===== config.mk =====
export PLATFORM = sky130hd
export DESIGN_NAME = twiddle_seq_flat
export DESIGN_NICKNAME = d
export VERILOG_FILES = /design/src/rtl/fft_pkg.sv /design/src/rtl/twiddle_seq_if.sv /design/src/rtl/twiddle_quarter_rom.sv /design/src/rtl/twiddle_seq.sv /design/src/flat_wrapper.sv
export SDC_FILE = /design/constraint.sdc
export NUM_CORES = 1
export LEC_CHECK = 0
export BUFFER_PORTS_ARGS = -buffer_cell sky130_fd_sc_hd__clkbuf_2
export CORE_AREA = 2 2 103 105
export DETAILED_ROUTE_END_ITERATION = 10
export DIE_AREA = 0 0 105 107
export GPL_ROUTABILITY_DRIVEN = 0
export SLEW_MARGIN = 20
export SYNTH_ARGS = -nofsm -noshare
export SYNTH_HDL_FRONTEND = slang
export SYNTH_SLANG_ARGS = --single-unit

===== constraint.sdc =====
create_clock -name clk -period 2.3 [get_ports clk]
set_input_delay 0.46 -clock clk [delete_from_list [all_inputs] [get_ports clk]]
set_output_delay 0.46 -clock clk [all_outputs]
set_load 0.005 [all_outputs]

===== src/rtl/fft_pkg.sv =====
// Shared FFT definitions: float32 layout, constant encodings, FSM states and
// the elaboration-time helpers that build the quarter-wave cosine table.
package fft_pkg;

    localparam int BITS     = 32;
    localparam int SIGN_BIT = BITS - 1;

    localparam logic [BITS-1:0] FLOAT_ZERO = 32'h0000_0000;
    localparam logic [BITS-1:0] FLOAT_ONE  = 32'h3F80_0000;

    typedef enum logic [1:0] {
        ST_IDLE  = 2'd0,
        ST_RUN   = 2'd1,
        ST_DRAIN = 2'd2
    } state_t;

    // Taylor series for cos(x), x in [0, pi/2]; 15 terms are far below float32 resolution.
    function automatic real cos_series(input real x);
        real term;
        real sum;
        term = 1.0;
        sum  = 1.0;
        for (int n = 1; n < 16; n++) begin
            term = -term * x * x / real'((2 * n - 1) * (2 * n));
            sum  = sum + term;
        end
        return sum;
    endfunction

    // Round-to-nearest conversion of a value in [0, 1] to float32 bits.
    function automatic logic [BITS-1:0] real_to_float(input real x);
        real m;
        int  e;
        int  mant;
        if (x <= 0.0) return FLOAT_ZERO;
        if (x >= 1.0) return FLOAT_ONE;
        m = x;
        e = 0;
        while (m < 1.0) begin
            m = m * 2.0;
            e = e - 1;
        end
        mant = int'(m * 8388608.0);
        if (mant >= 16777216) begin
            mant = 8388608;
            e    = e + 1;
        end
        return {1'b0, 8'(e + 127), 23'(mant)};
    endfunction

    // Table entry c[m] = cos(2*pi*m/N); the quarter point and padding entries are exact +0.
    function automatic logic [BITS-1:0] cos_entry(input int m, input int log2n);
        real ang;
        if (m == 0) return FLOAT_ONE;
        if (m >= (1 << (log2n - 2))) return FLOAT_ZERO;
        ang = 6.283185307179586 * real'(m) / real'(1 << log2n);
        return real_to_float(cos_series(ang));
    endfunction

endpackage


===== src/rtl/twiddle_seq_if.sv =====
// Twiddle stream bus between the sequencer (master) and the butterfly unit (slave).
interface twiddle_seq_if import fft_pkg::*; #(
    parameter int LOG2N = 4
);
    logic             out_valid;
    logic             out_ready;
    logic [BITS-1:0]  out_re;
    logic [BITS-1:0]  out_im;
    logic [LOG2N-2:0] out_k;
    logic             out_last;

    modport master (
        output out_valid, out_re, out_im, out_k, out_last,
        input  out_ready
    );

    modport slave (
        input  out_valid, out_re, out_im, out_k, out_last,
        output out_ready
    );
endinterface


===== src/rtl/twiddle_quarter_rom.sv =====
// Quarter-wave cosine ROM, c[m] = cos(2*pi*m/N) for m = 0..N/4, two registered
// read ports (real and imaginary lookups). Contents are computed at elaboration
// for the configured LOG2N; entries past N/4 read as +0.
module twiddle_quarter_rom import fft_pkg::*; #(
    parameter int LOG2N = 4
) (
    input  logic             clk,
    input  logic             en,
    input  logic [LOG2N-2:0] addr_a,
    input  logic [LOG2N-2:0] addr_b,
    output logic [BITS-1:0]  data_a,
    output logic [BITS-1:0]  data_b
);
    localparam int DEPTH = 1 << (LOG2N - 1);

    logic [BITS-1:0] rom_table [DEPTH];

    for (genvar m = 0; m < DEPTH; m++) begin : g_entry
        localparam logic [BITS-1:0] VALUE = cos_entry(m, LOG2N);
        assign rom_table[m] = VALUE;
    end

    // Registered read, stalled together with the rest of the pipe.
    always_ff @(posedge clk) begin
        if (en) begin
            data_a <= rom_table[addr_a];
            data_b <= rom_table[addr_b];
        end
    end
endmodule


===== src/rtl/twiddle_seq.sv =====
// Per-stage twiddle sequencer for the radix-2 DIT FFT. Streams N/2 float32
// twiddles W_N^k per stage, folding k onto a quarter-wave cosine table.
// Optional macro TWIDDLE_INVERSE_EN adds the `inverse` port (conjugate output).
module twiddle_seq import fft_pkg::*; #(
    parameter int LOG2N = 4
) (
    input  logic                     clk,
    input  logic                     rst_n,
    input  logic                     start,
    input  logic [$clog2(LOG2N)-1:0] stage,
`ifdef TWIDDLE_INVERSE_EN
    input  logic                     inverse,
`endif
    output logic                     busy,
    output logic                     done,
    twiddle_seq_if.master            tw
);
    localparam int KW      = LOG2N - 1;
    localparam int AW      = LOG2N - 1;
    localparam int SW      = $clog2(LOG2N);
    localparam int HALF    = 1 << (LOG2N - 1);
    localparam int QUARTER = 1 << (LOG2N - 2);

    state_t          state;
    logic [SW-1:0]   s_q;
    logic [KW-1:0]   j_q;
    logic            advance;
    logic            issue_en;
    logic [KW-1:0]   issue_j;
    logic [SW-1:0]   issue_s;
    logic [KW-1:0]   mask_c;
    logic [KW-1:0]   k_c;
    logic [AW-1:0]   addr_re_c;
    logic [AW-1:0]   addr_im_c;
    logic            neg_re_c;
    logic            im_neg;
    logic            vld_p1;
    logic [KW-1:0]   k_p1;
    logic            neg_re_p1;
    logic            last_p1;
    logic [BITS-1:0] rom_re;
    logic [BITS-1:0] rom_im;

    // Out-of-range stage indices collapse onto the final stage.
    function automatic logic [SW-1:0] clamp_stage(input logic [SW-1:0] s);
        if (int'(s) >= LOG2N) return SW'(LOG2N - 1);
        return s;
    endfunction

    // Sign by bit-31 flip; a zero magnitude is always emitted as +0.
    function automatic logic [BITS-1:0] apply_sign(input logic [BITS-1:0] mag, input logic neg);
        if (mag[SIGN_BIT-1:0] == '0) return FLOAT_ZERO;
        return {mag[SIGN_BIT] ^ neg, mag[SIGN_BIT-1:0]};
    endfunction

    // The whole pipe moves whenever the output register is free or being taken.
    assign advance = !tw.out_valid || tw.out_ready;

    // Select the butterfly index entering the pipe; j=0 goes in on the start edge.
    always_comb begin
        issue_en = 1'b0;
        issue_j  = j_q;
        issue_s  = s_q;
        if (state == ST_IDLE) begin
            issue_en = start;
            issue_j  = '0;
            issue_s  = clamp_stage(stage);
        end else if (state == ST_RUN) begin
            issue_en = advance;
        end
    end

    // Twiddle exponent and quarter-wave folding onto ROM addresses.
    always_comb begin
        int ki;
        mask_c = (KW'(1) << issue_s) - KW'(1);
        k_c    = KW'((issue_j & mask_c) << (KW - int'(issue_s)));
        ki     = int'(k_c);
        if (ki <= QUARTER) begin
            addr_re_c = AW'(ki);
            neg_re_c  = 1'b0;
            addr_im_c = AW'(QUARTER - ki);
        end else begin
            addr_re_c = AW'(HALF - ki);
            neg_re_c  = 1'b1;
            addr_im_c = AW'(ki - QUARTER);
        end
    end

    // Stage FSM: counter, busy and the done pulse.
    always_ff @(posedge clk) begin
        if (!rst_n) begin
            state <= ST_IDLE;
            busy  <= 1'b0;
            done  <= 1'b0;
            s_q   <= '0;
            j_q   <= '0;
        end else begin
            done <= 1'b0;
            case (state)
                ST_IDLE: begin
                    if (start) begin
                        state <= ST_RUN;
                        busy  <= 1'b1;
                        s_q   <= clamp_stage(stage);
                        j_q   <= KW'(1);
                    end
                end
                ST_RUN: begin
                    if (advance) begin
                        j_q <= j_q + KW'(1);
                        if (&j_q) state <= ST_DRAIN;
                    end
                end
                ST_DRAIN: begin
                    if (tw.out_valid && tw.out_ready && tw.out_last) begin
                        state <= ST_IDLE;
                        busy  <= 1'b0;
                        done  <= 1'b1;
                    end
                end
                default: state <= ST_IDLE;
            endcase
        end
    end

`ifdef TWIDDLE_INVERSE_EN
    logic inv_q;

    // Conjugate selection is fixed for the whole stage.
    always_ff @(posedge clk) begin
        if (!rst_n)                        inv_q <= 1'b0;
        else if (state == ST_IDLE && start) inv_q <= inverse;
    end

    assign im_neg = ~inv_q;
`else
    assign im_neg = 1'b1;
`endif

    twiddle_quarter_rom #(.LOG2N(LOG2N)) u_rom (
        .clk    (clk),
        .en     (advance),
        .addr_a (addr_re_c),
        .addr_b (addr_im_c),
        .data_a (rom_re),
        .data_b (rom_im)
    );

    // ---- P1: folded address into ROM, sign flag and side info ----
    always_ff @(posedge clk) begin
        if (!rst_n)       vld_p1 <= 1'b0;
        else if (advance) vld_p1 <= issue_en;
    end

    // P1 side data travelling with the ROM read.
    always_ff @(posedge clk) begin
        if (advance) begin
            k_p1      <= k_c;
            neg_re_p1 <= neg_re_c;
            last_p1   <= &issue_j;
        end
    end

    // ---- P2: sign/zero fixup into the output registers ----
    always_ff @(posedge clk) begin
        if (!rst_n) begin
            tw.out_valid <= 1'b0;
            tw.out_re    <= FLOAT_ZERO;
            tw.out_im    <= FLOAT_ZERO;
            tw.out_k     <= '0;
            tw.out_last  <= 1'b0;
        end else if (advance) begin
            tw.out_valid <= vld_p1;
            tw.out_re    <= apply_sign(rom_re, neg_re_p1);
            tw.out_im    <= apply_sign(rom_im, im_neg);
            tw.out_k     <= k_p1;
            tw.out_last  <= last_p1 && vld_p1;
        end
    end
endmodule


===== src/flat_wrapper.sv =====
// flat-port wrapper written by rule: the top's interface ports become plain ports
module twiddle_seq_flat import fft_pkg::*;
#(
    parameter int LOG2N = 4
)
  (clk, rst_n, start, stage, busy, done, tw_out_valid, tw_out_re, tw_out_im, tw_out_k, tw_out_last, tw_out_ready);
  twiddle_seq_if #(.LOG2N(LOG2N)) tw_i ();
  input  logic clk;
  input  logic rst_n;
  input  logic start;
  input  logic [$clog2(LOG2N)-1:0] stage;
  output logic busy;
  output logic done;
  output wire logic [$bits(tw_i.out_valid)-1:0] tw_out_valid;
  output wire logic [$bits(tw_i.out_re)-1:0] tw_out_re;
  output wire logic [$bits(tw_i.out_im)-1:0] tw_out_im;
  output wire logic [$bits(tw_i.out_k)-1:0] tw_out_k;
  output wire logic [$bits(tw_i.out_last)-1:0] tw_out_last;
  input wire logic [$bits(tw_i.out_ready)-1:0] tw_out_ready;
  assign tw_out_valid = tw_i.out_valid;
  assign tw_out_re = tw_i.out_re;
  assign tw_out_im = tw_i.out_im;
  assign tw_out_k = tw_i.out_k;
  assign tw_out_last = tw_i.out_last;
  assign tw_i.out_ready = tw_out_ready;
  twiddle_seq #(.LOG2N(LOG2N)) u_core (.clk(clk), .rst_n(rst_n), .start(start), .stage(stage), .busy(busy), .done(done), .tw(tw_i));
endmodule

* Word level (Yosys, flattened, before mapping)
Memories as Yosys holds them, arrays and structs flattened. A register that Yosys moved wholly into a read port is not among the register bits.
Cells that the tools add are included.
** Word-level totals
- Register bits after elaboration :: 84
- ROM bits :: 512
- Input bits :: 6
- Logic and storage cells :: 82
- Memories kept :: 2
** Memory list
- (name not given) :: depth 8, bits a word 32, rd ports 1, clocked after Yosys merged registers in 1, write ports 0, line twiddle_quarter_rom.sv:27 : data_b <= rom_table[addr_b];
- (name not given) :: depth 8, bits a word 32, rd ports 1, clocked after Yosys merged registers in 1, write ports 0, line twiddle_quarter_rom.sv:26 : data_a <= rom_table[addr_a];
** Operators by class
- Add/sub/neg operators :: 6
- Magnitude comparators :: 1
- Equality and inequality tests :: 6
- Shift operators :: 2
- Mux-type cells :: 29
- Bitwise operators :: 5
- Reduce and logical (&&, ||, !) cells :: 17
** Operators by type and width (number)
- 32-bit 2-to-1 mux :: 4
- 31-bit zero test :: 2
- 3-bit by 32-bit left shift with 3-bit output :: 1
- 3-bit 2-to-1 mux :: 5
- 1-bit 2-to-1 mux :: 12
- 3-bit AND reduction :: 4
- 2-bit 2-to-1 mux :: 5
- 3-bit NOT with 4-bit output :: 2
- 2-bit case mux with 3 select lines :: 1
- 3-bit case mux with 2 select lines :: 1
- 2-bit by 1-bit inequality test with 1-bit output (second input constant) :: 2
- 2-bit inequality test (second input constant) :: 2
- 2-bit AND reduction :: 2
- 4-bit AND reduction :: 1
- 2-bit nonzero test :: 2
- 3-bit by 1-bit adder with 3-bit output (second input constant) :: 1
- 3-bit AND :: 1
- 3-bit less-or-equal comparator (second input constant) :: 1
- 1-bit logical AND :: 3
- 1-bit by 2-bit left shift with 3-bit output (first input constant) :: 1
- 1-bit by 3-bit subtractor with 3-bit output (first input constant) :: 1
- 2-bit by 2-bit subtractor with 3-bit output (first input constant) :: 1
- 3-bit by 2-bit subtractor with 3-bit output (second input constant) :: 1
- 3-bit subtractor (first input constant) :: 1
- 9 further kinds :: 9

* Longest topological paths before layout
Gate-level depths: netlist (run 1).
- Word-level depth :: 9
- Depth in mapped cells :: 11

* Cells and area by module
A second synthesis (run 1) with hierarchy kept.
** Second synthesis, totals
- Cell total of the unflattened synthesis :: 485
- Area total of the unflattened synthesis :: 4565.6 µm²
** Modules (own cells, without submodules)
- twiddle_seq :: instances 1, cells each 390, area each 3408.3 µm², sequential area each 1731.7 µm²
- twiddle_quarter_rom :: instances 1, cells each 95, area each 1157.4 µm², sequential area each 600.6 µm²

* Worst setup path after synthesis (run 1)
OpenSTA, ideal clock, no wires.
- Path type :: register to register
- Start :: register u_core.state[1]
- End :: register u_core.u_rom.data_b[21] (data pin)
- Library setup time :: 0.255 ns
- Arrival :: 2.254 ns
- Data required time :: 2.045 ns
- Path slack :: -0.209 ns
- Cell stages (with the launch flop) :: 11
- Clock period less this slack :: 2.509 ns
- Cell sequence :: dfxtp_1 > o211ai_2 > or2_2 > buf_4 > ha_1 > clkdlybuf4s15_1 > clkbuf_1 > o21ai_0 > nand2_1 > ha_1 > and2_1
** Between the ends
- Word-level cells in the longest chain between the ends :: 9
- Elaborated cells between the ends (all ways) :: 13
** Ends and longest elaborated chain
- start: declaration :: line twiddle_seq.sv:24 : state_t state;
- start signal: assignment :: line twiddle_seq.sv:93 : state <= ST_IDLE;
- start signal: assignment :: line twiddle_seq.sv:103 : state <= ST_RUN;
- start signal: assignment :: line twiddle_seq.sv:112 : if (&j_q) state <= ST_DRAIN;
- 2-bit zero test * :: line twiddle_seq.sv:64 : if (state == ST_IDLE) begin
- 2-bit 2-to-1 mux :: line twiddle_seq.sv:64
- 1-bit by 2-bit left shift with 3-bit output :: line twiddle_seq.sv:76 : mask_c = (KW'(1) << issue_s) - KW'(1);
- 3-bit by 2-bit subtractor with 3-bit output :: line twiddle_seq.sv:76
- 3-bit AND :: line twiddle_seq.sv:77 : k_c = KW'((issue_j & mask_c) << (KW - int'(issue_s)));
- 3-bit by 32-bit left shift with 3-bit output * :: line twiddle_seq.sv:77
- 3-bit subtractor (tied with other cells) :: line twiddle_seq.sv:86 : addr_im_c = AW'(ki - QUARTER);
- 3-bit 2-to-1 mux * :: line twiddle_seq.sv:79 : if (ki <= QUARTER) begin
- 3-bit NOT with 4-bit output (not written as such) * :: line twiddle_quarter_rom.sv:27
- end: declaration :: line twiddle_quarter_rom.sv:12 : output logic [BITS-1:0] data_b
Mark *: on every way between the ends. The rest lies on a longest branch, timed or not.
A chain may end at the register's enable or synchronous reset.

* Final worst setup path (run 1)
- Start :: register u_core.state[1]
- End :: register u_core.u_rom.data_a[21] (data pin)
** Between the ends
- Word-level cells in the longest chain between the ends :: 9
- Elaborated cells between the ends (all ways) :: 12
** Ends and longest elaborated chain
- 2-bit zero test * :: line twiddle_seq.sv:64
- 2-bit 2-to-1 mux :: line twiddle_seq.sv:64
- 1-bit by 2-bit left shift with 3-bit output :: line twiddle_seq.sv:76
- 3-bit by 2-bit subtractor with 3-bit output :: line twiddle_seq.sv:76
- 3-bit AND :: line twiddle_seq.sv:77
- 3-bit by 32-bit left shift with 3-bit output * :: line twiddle_seq.sv:77
- 1-bit by 3-bit subtractor with 3-bit output or 3-bit less-or-equal comparator (tied branches) :: line twiddle_seq.sv:84, twiddle_seq.sv:79
- 3-bit 2-to-1 mux * :: line twiddle_seq.sv:79
- 3-bit NOT with 4-bit output (not written as such) * :: line twiddle_quarter_rom.sv:26
- end: declaration :: line twiddle_quarter_rom.sv:11 : output logic [BITS-1:0] data_a,
Marks and branches as above.

==> flow_metrics.tcl, run 1 <==
set metrics [dict create \
    max-cap-violations 0 \
    crit_arrival_ns 2.26 \
    irDropWorstVdd_mv 0.2038 \
    ys_types 41 \
    power.density_nw_per_um2 640.8 \
    drt_iter0_markers 72 \
    yosys_warnings 0 \
    first_global_vias 1954 \
    fin_area_um2 3358 \
    clock_latency_ns 0.33 \
    cp.buffers_inverters 1 \
    drtPass1Iterations 4 \
    routed_wl_mm 5.427 \
    fp.dieH_um 107 \
    rrSetupSlack_ns 0.13 \
    crit_path_start_kind "flop" \
    cts_tree "done" \
    path_class "reg2reg" \
    holdCritStartpoint "stage[0]" \
    crit_family "simple AND/OR/NAND/NOR gates" \
    hp-class "in2reg" \
    stdcell_count 487 \
    rows 37 \
    antennaDiodeCount 0 \
    place_hpwl_mm 3.871 \
    status "finished clean" \
    slew_violations 0 \
    fp.dieArea_um2 11240 \
    rsz0062_at_grt "no" \
    cp_cell_sequence "o211ai_2 -> or2_2 -> ha_1 -> nand2b_1 -> inv_1 -> nand2_1 -> o21ai_0 -> ha_1 -> and2_1" \
    htree_levels 3 \
    total_power_mw 2.152 \
    seqCellArea_um2 1501 \
    worstPathRequired_ns 2.39 \
    vias 2125 \
    wl_per_cell_um 11.14 \
    drive_gt1_share_pct 31.62 \
    die_w_um 105 \
    grtUsageTotal_pct 9.948 \
    maxSlewHeadroom_pct 59.70 \
    crit_fanout 8 \
    nets 358 \
    core_um2 10090 \
    setup-violations-final 0 \
    tns_ns 0 \
    r2r_cells 9 \
    hold_viol 0 \
    dpl_cell_area_um2 3207 \
    cp_slowest_cell "dfxtp_4" \
    root_buffer "clkbuf_8" \
    dp_cells 472 \
    whs_path_depth 3 \
    syn-instance-count 307 \
    finalCriticalPeriod_ns 2.170 \
    antenna_found_initial 0 \
    worstHoldEndpoint "u_core.s_q[0]" \
    leakagePower_nw 1.473 \
    clock_path_buffers 2 \
    syn2layout_area_growth_pct 13.87 \
    fin_skew_ns 0.007605 \
    ant_nets 0 \
    reg2reg_from "u_core.state[1]" \
    grt-ovfl-total 0 \
    route.detailed.drc 0 \
    fin_crit_sh_pct 94.36 \
    slowest_delay_ns 0.39 \
    multi_input_area_um2 1056 \
    syn_area_per_cell_um2 9.606 \
    grt_max_degree 52 \
    syn_area_um2 2949 \
    grt_pass1_wl_mm 8.935 \
    yosysSeqAreaShare_pct 50.57 \
    start_util_pct 29.22 \
    critPathMostFrequentCell "ha_1" \
    r2r-end "u_core.u_rom.data_a[21]" \
    cts_buffers 9 \
    avgViaCountPerCell 4.363 \
    ys_ff_latch 62 \
    postCtsSetupRepairBufs 0 \
    clock-sinks 62 \
    port_buffers 72 \
    fillers 1086 \
    clock.fmax_mhz 460.8 \
    io_pins 77 \
    clkTransAtPathRegs_ns 0.06 \
    tightest_slew_ns 0.6044 \
    endpoint_kind "flop" \
]
[sequential cells by signal, indices dropped and copies added, names as in the netlist, 2 cells and up]
| register | flops |
|---|---|
| u_core.u_rom.data_b | 10 |
| u_core.k_p1 | 3 |
| u_core.tw.out_im | 11 |
| u_core.s_q | 2 |
| u_core.state | 2 |
| u_core.tw.out_re | 11 |
| u_core.j_q | 3 |
| u_core.tw.out_k | 3 |
| u_core.u_rom.data_a | 10 |
[cell families after synthesis]
group	count (synthesis)	synth area share (%)
simple gates	107	16.84
buf+inv	65	14.09
flops	62	50.57
compound gates	61	14.17
fa+ha+maj	5	2.121
mux	5	1.782
other cells	1	0.1272
xor+xnor	1	0.2970
[what timing repair did]
action | 4_1_cts | 5_1_grt
endpoints found under the setup margin | 0 | 1
gates resized for setup | 0 | 1
hold buffers | 0 | 0
[layer usage]
metal / routed length, µm / share of wire [%] / vias to the layer above / GRT usage [%]
li1: - / - / 1083 / -
met5: 0 / 0 / - / 0
met1: 2405 / 44 / 984 / 11.94
met3: 279 / 5.1 / 7 / 3.465
met2: 2653 / 49 / 51 / 15.91
met4: 88 / 1.6 / 0 / 4.857
[cell usage after synthesis]
master           instances  share of area (%)
inv_2                    3               0.38
clkbuf_1                 9                1.1
buf_2                    3               0.51
nand2_1                 64                8.1
or2_2                    3               0.64
xnor2_1                  1               0.30
o21ai_0                 15                2.5
nand2b_1                 1               0.21
nor4_1                   3               0.64
a21boi_0                29                7.4
inv_1                    6               0.76
mux2i_1                  3                1.0
o21a_1                   2               0.51
and2_1                   6                1.3
edfxtp_1                25                 25
buf_4                   43                 11
clkdlybuf4s15_1          1               0.34
a21oi_1                  6                1.0
or4_1                    1               0.25
o2bb2ai_1                2               0.59
conb_1                   1               0.13
nand3_4                  1               0.59
ha_1                     5                2.1
o31ai_1                  1               0.25
nor2b_1                  2               0.42
o22a_2                   1               0.34
dfxtp_1                 37                 25
and4_1                   1               0.30
o211ai_2                 1               0.42
o22ai_2                  1               0.42
nor3_1                   2               0.34
o211ai_1                 1               0.25
mux2_2                   1               0.38
mux2_1                   1               0.38
a31oi_1                  2               0.42
nor2_2                   1               0.21
nor2_1                   8                1.0
or3_4                    1               0.38
nand3_1                  8                1.4
and3_1                   2               0.42
nand4_1                  3               0.64
[worst reg2reg max path: stages, from the launching register on]
cell and delay (ns):
dfxtp_4 0.39, o211ai_2 0.09, or2_2 0.29, ha_1 0.31
nand2b_1 0.13, inv_1 0.07, nand2_1 0.08, o21ai_0 0.09
ha_1 0.31, and2_1 0.14
[report_power, final]
part	switching [mW]	internal, mW	total [mW]
registers	0.0329	1.19	1.22
clock network	0.379	0.378	0.757
logic	0.0937	0.0776	0.171
total	0.506	1.65	2.15
[final cells by class]
class                           instances  share of cell area (%)
Clock buffer                           12                   4.024
Clock inverter                          3                  0.4098
Inverter                                9                   1.006
Multi-Input combinational cell        183                   31.45
Sequential cell                        62                   44.71
Tap cell                              136                   5.067
Timing Repair Buffer                   82                   13.34
[worst max-delay path by stage]
stage | cells after the start | from | slack, ns | to
6_report | 9 | u_core.state[1] | 0.13 | u_core.u_rom.data_a[21]
5_1_grt | 9 | u_core.state[1] | 0.006 | u_core.u_rom.data_a[21]
4_1_cts | 9 | u_core.j_q[0] | 0.13 | u_core.u_rom.data_a[21]
3_5_place_dp | 9 | u_core.j_q[0] | 0.15 | u_core.u_rom.data_a[21]
3_3_place_gp | 9 | u_core.j_q[0] | 0.20 | u_core.u_rom.data_a[21]
2_1_floorplan | 9 | u_core.j_q[0] | 0.01 | u_core.u_rom.data_b[21]
[placed cells by master, fill, tap and decap left out, types with 2 or more instances in the layout]
cell | synthesis | final
o21a_1 | 2 | 2
mux2i_1 | 3 | 3
o21ai_0 | 15 | 15
nand4_1 | 3 | 3
inv_1 | 6 | 6
conb_1 | 1 | 4
dfxtp_1 | 37 | 33
clkbuf_1 | 9 | 3
ha_1 | 5 | 5
o2bb2ai_1 | 2 | 2
or2_2 | 3 | 3
a21oi_1 | 6 | 6
edfxtp_1 | 25 | 25
nor4_1 | 3 | 3
nand2_1 | 64 | 64
nor3_1 | 2 | 2
a21boi_0 | 29 | 29
dfxtp_2 | 0 | 2
buf_4 | 43 | 9
a31oi_1 | 2 | 2
clkinv_2 | 0 | 2
and2_1 | 6 | 6
nor2_1 | 8 | 8
and3_1 | 2 | 2
inv_2 | 3 | 3
clkbuf_2 | 0 | 72
dfxtp_4 | 0 | 2
nand3_1 | 8 | 8
clkbuf_8 | 0 | 9
[through the flow]
stage / worst slack (ns) / hold slack [ns] / util, %
detailed placement: 0.1503 / 0.4572 / 31.78
floorplan: 0.01017 / 0.4503 / -
global placement: 0.2046 / 0.4567 / 31.78
CTS: 0.1258 / 0.3650 / 33.25
global route: 0.005532 / 0.3759 / 33.28
finish: 0.1297 / 0.3724 / 33.28
Power figures use the tool's default switching activity.
==> run 2, diff against run 1 <==
--- a/config.mk
+++ b/config.mk
@@ -5,10 +5,11 @@
 export SDC_FILE = /design/constraint.sdc
 export NUM_CORES = 1
 export LEC_CHECK = 0
-export BUFFER_PORTS_ARGS = -buffer_cell sky130_fd_sc_hd__clkbuf_2
-export CORE_AREA = 2 2 103 105
+export BUFFER_PORTS_ARGS = -buffer_cell sky130_fd_sc_hd__buf_2
+export CAP_MARGIN = 20
+export CORE_AREA = 2 2 89 91
 export DETAILED_ROUTE_END_ITERATION = 10
-export DIE_AREA = 0 0 105 107
+export DIE_AREA = 0 0 91 93
 export GPL_ROUTABILITY_DRIVEN = 0
 export SLEW_MARGIN = 20
 export SYNTH_ARGS = -nofsm -noshare
==> run 2 against run 1 <==
Critical path depth down 1. Largest power group unchanged. Via count hardly changed. Die area down 25%. Highest routed layer unchanged.
==> flow_metrics.tcl, run 2 (synthesis gave the netlist of run 1 again) <==
set metrics [dict create \
    reg_top3 "u_core.tw.out_im (11), u_core.tw.out_re (11)" \
    r2r_cells 8 \
    endpoint "u_core.u_rom.data_a[21]" \
    irDropWorstVdd_mv 0.2769 \
    path_class "reg2reg" \
    whs_path_depth 3 \
    worstPathRequired_ns 2.39 \
    status "finished clean" \
    fin_skew_ns 0.009208 \
    r2r-end "u_core.u_rom.data_a[21]" \
    ctsHoldBuffers 0 \
    clock.fmax_mhz 462.8 \
    clock_path_buffers 2 \
    endpoint_kind "flop" \
    start_util_pct 39.18 \
    topRoutingLayerUsed "met4" \
    avgViaCountPerCell 4.666 \
    fin_hold_ws_ns 0.3840 \
    fp.dieH_um 93 \
    wirelength_met1_mm 2.602 \
    grtUsageTotal_pct 13.28 \
    tns_ns 0 \
    cts_buffers 9 \
    grt-ovfl-total 0 \
    rows 32 \
    rrSetupSlack_ns 0.14 \
    leakagePower_nw 1.547 \
    vias 2123 \
    slew_violations 0 \
    drt_iter0_markers 88 \
    dpl_cell_area_um2 3157 \
    power.density_nw_per_um2 704.7 \
    drive_gt1_share_pct 32.86 \
    cp_slowest_cell "dfxtp_2" \
    grt_max_degree 39 \
    finalCriticalPeriod_ns 2.161 \
    crit_fanout 15 \
    fin_util_pct 44.90 \
    fp.dieArea_um2 8463 \
    maxSlewHeadroom_pct 61.09 \
    crit_arrival_ns 2.25 \
    tightest_slew_ns 0.5837 \
    routed_wl_mm 5.591 \
    clock_latency_ns 0.34 \
    antenna_found_initial 0 \
    first_global_vias 1931 \
    hp-class "in2reg" \
    die_w_um 91 \
    wl_met2_mm 2.625 \
    reg2reg_from "u_core.j_q[0]" \
    startpoint "u_core.j_q[0]" \
    postCtsSetupRepairBufs 0 \
    grt_pass1_wl_mm 8.921 \
    crit_path_start_kind "flop" \
    wl_per_cell_um 12.29 \
    route.detailed.drc 0 \
    critPathMostFrequentCell "ha_1" \
    drtPass1Iterations 4 \
    final_cell_mix "buf_2, nand2_1, dfxtp_1, a21boi_0, edfxtp_1" \
    cts_tree "done" \
    fin_crit_sh_pct 93.95 \
    cp_cell_sequence "o211ai_2 -> or2_2 -> ha_1 -> buf_4 -> nor2_1 -> o21ai_0 -> ha_1 -> and2_1" \
    fin_area_um2 3379 \
    ant_nets 0 \
    port_buffers 72 \
    setup-violations-final 0 \
    clock-sinks 62 \
    clkTransAtPathRegs_ns 0.07 \
    dr_wl_met3_um 251 \
    hold_viol 0 \
    max-cap-violations 0 \
    io_pins 77 \
    syn2layout_area_growth_pct 14.59 \
    htree_levels 3 \
    core_um2 7527 \
    final_common_cell "buf_2" \
    slowest_delay_ns 0.38 \
    antennaDiodeCount 0 \
    nets 359 \
    place_hpwl_mm 3.813 \
    cts_resized 0 \
    root_buffer "clkbuf_8" \
]
run 2: changes by cell type in the layout (fill, tap and decap cells not counted), sizes merged:
cell | previous run | this run
buf | 10 | 83
clkbuf | 84 | 10
clkinvlp | 0 | 2
bufinv | 0 | 1
run 2: stage by stage:
stage	setup WS, ns	cells	power, mW
3_3_place_gp	0.2087	437	1.418
2_1_floorplan	0.01017	310	1.377
3_5_place_dp	0.1476	437	1.423
4_1_cts	0.1149	453	2.413
6_report	0.1392	455	2.382
5_1_grt	-0.001668	455	2.486
run 2: layout make-up:
type | count | area [µm²]
fillers | 777 | 4148
flip-flops and latches | 62 | 1499
multi-input cells | 183 | 1056
repair buffers | 83 | 455.4
clock buffers | 10 | 148.9
well taps | 102 | 127.6
clock inverters | 6 | 58.81
inverters | 9 | 33.78
run 2: worst max-delay path, delay by kind of cell (launching register included):
family | cells | cell delay [ns]
flip-flops | 1 | 0.38
AND/OR/NAND/NOR | 3 | 0.58
buffers and inverters | 1 | 0.19
AO/OA/AOI/OAI | 2 | 0.22
adder cells (fa/ha/maj) | 2 | 0.54
run 2: metal layers:
layer,GRT usage [%],up-vias
li1,-,1077
met1,15.53,986
met2,22.16,51
met3,4.110,9
met4,6.566,0
met5,0,-
run 2: how the worst min path moves through the flow:
| stage | from | to |
|---|---|---|
| after floorplan | u_core.tw.out_re[31] | u_core.tw.out_re[31] |
| after global placement | u_core.tw.out_re[31] | u_core.tw.out_re[31] |
| after detailed placement | u_core.tw.out_k[0] | u_core.tw.out_k[0] |
| after CTS | stage[0] | u_core.s_q[0] |
| after global routing | stage[0] | u_core.s_q[0] |
| final | stage[0] | u_core.s_q[0] |
run 2: power by group:
part,switching (mW),internal (mW)
sequential,0.0316,1.19
clock,0.428,0.558
combinational,0.0961,0.0775
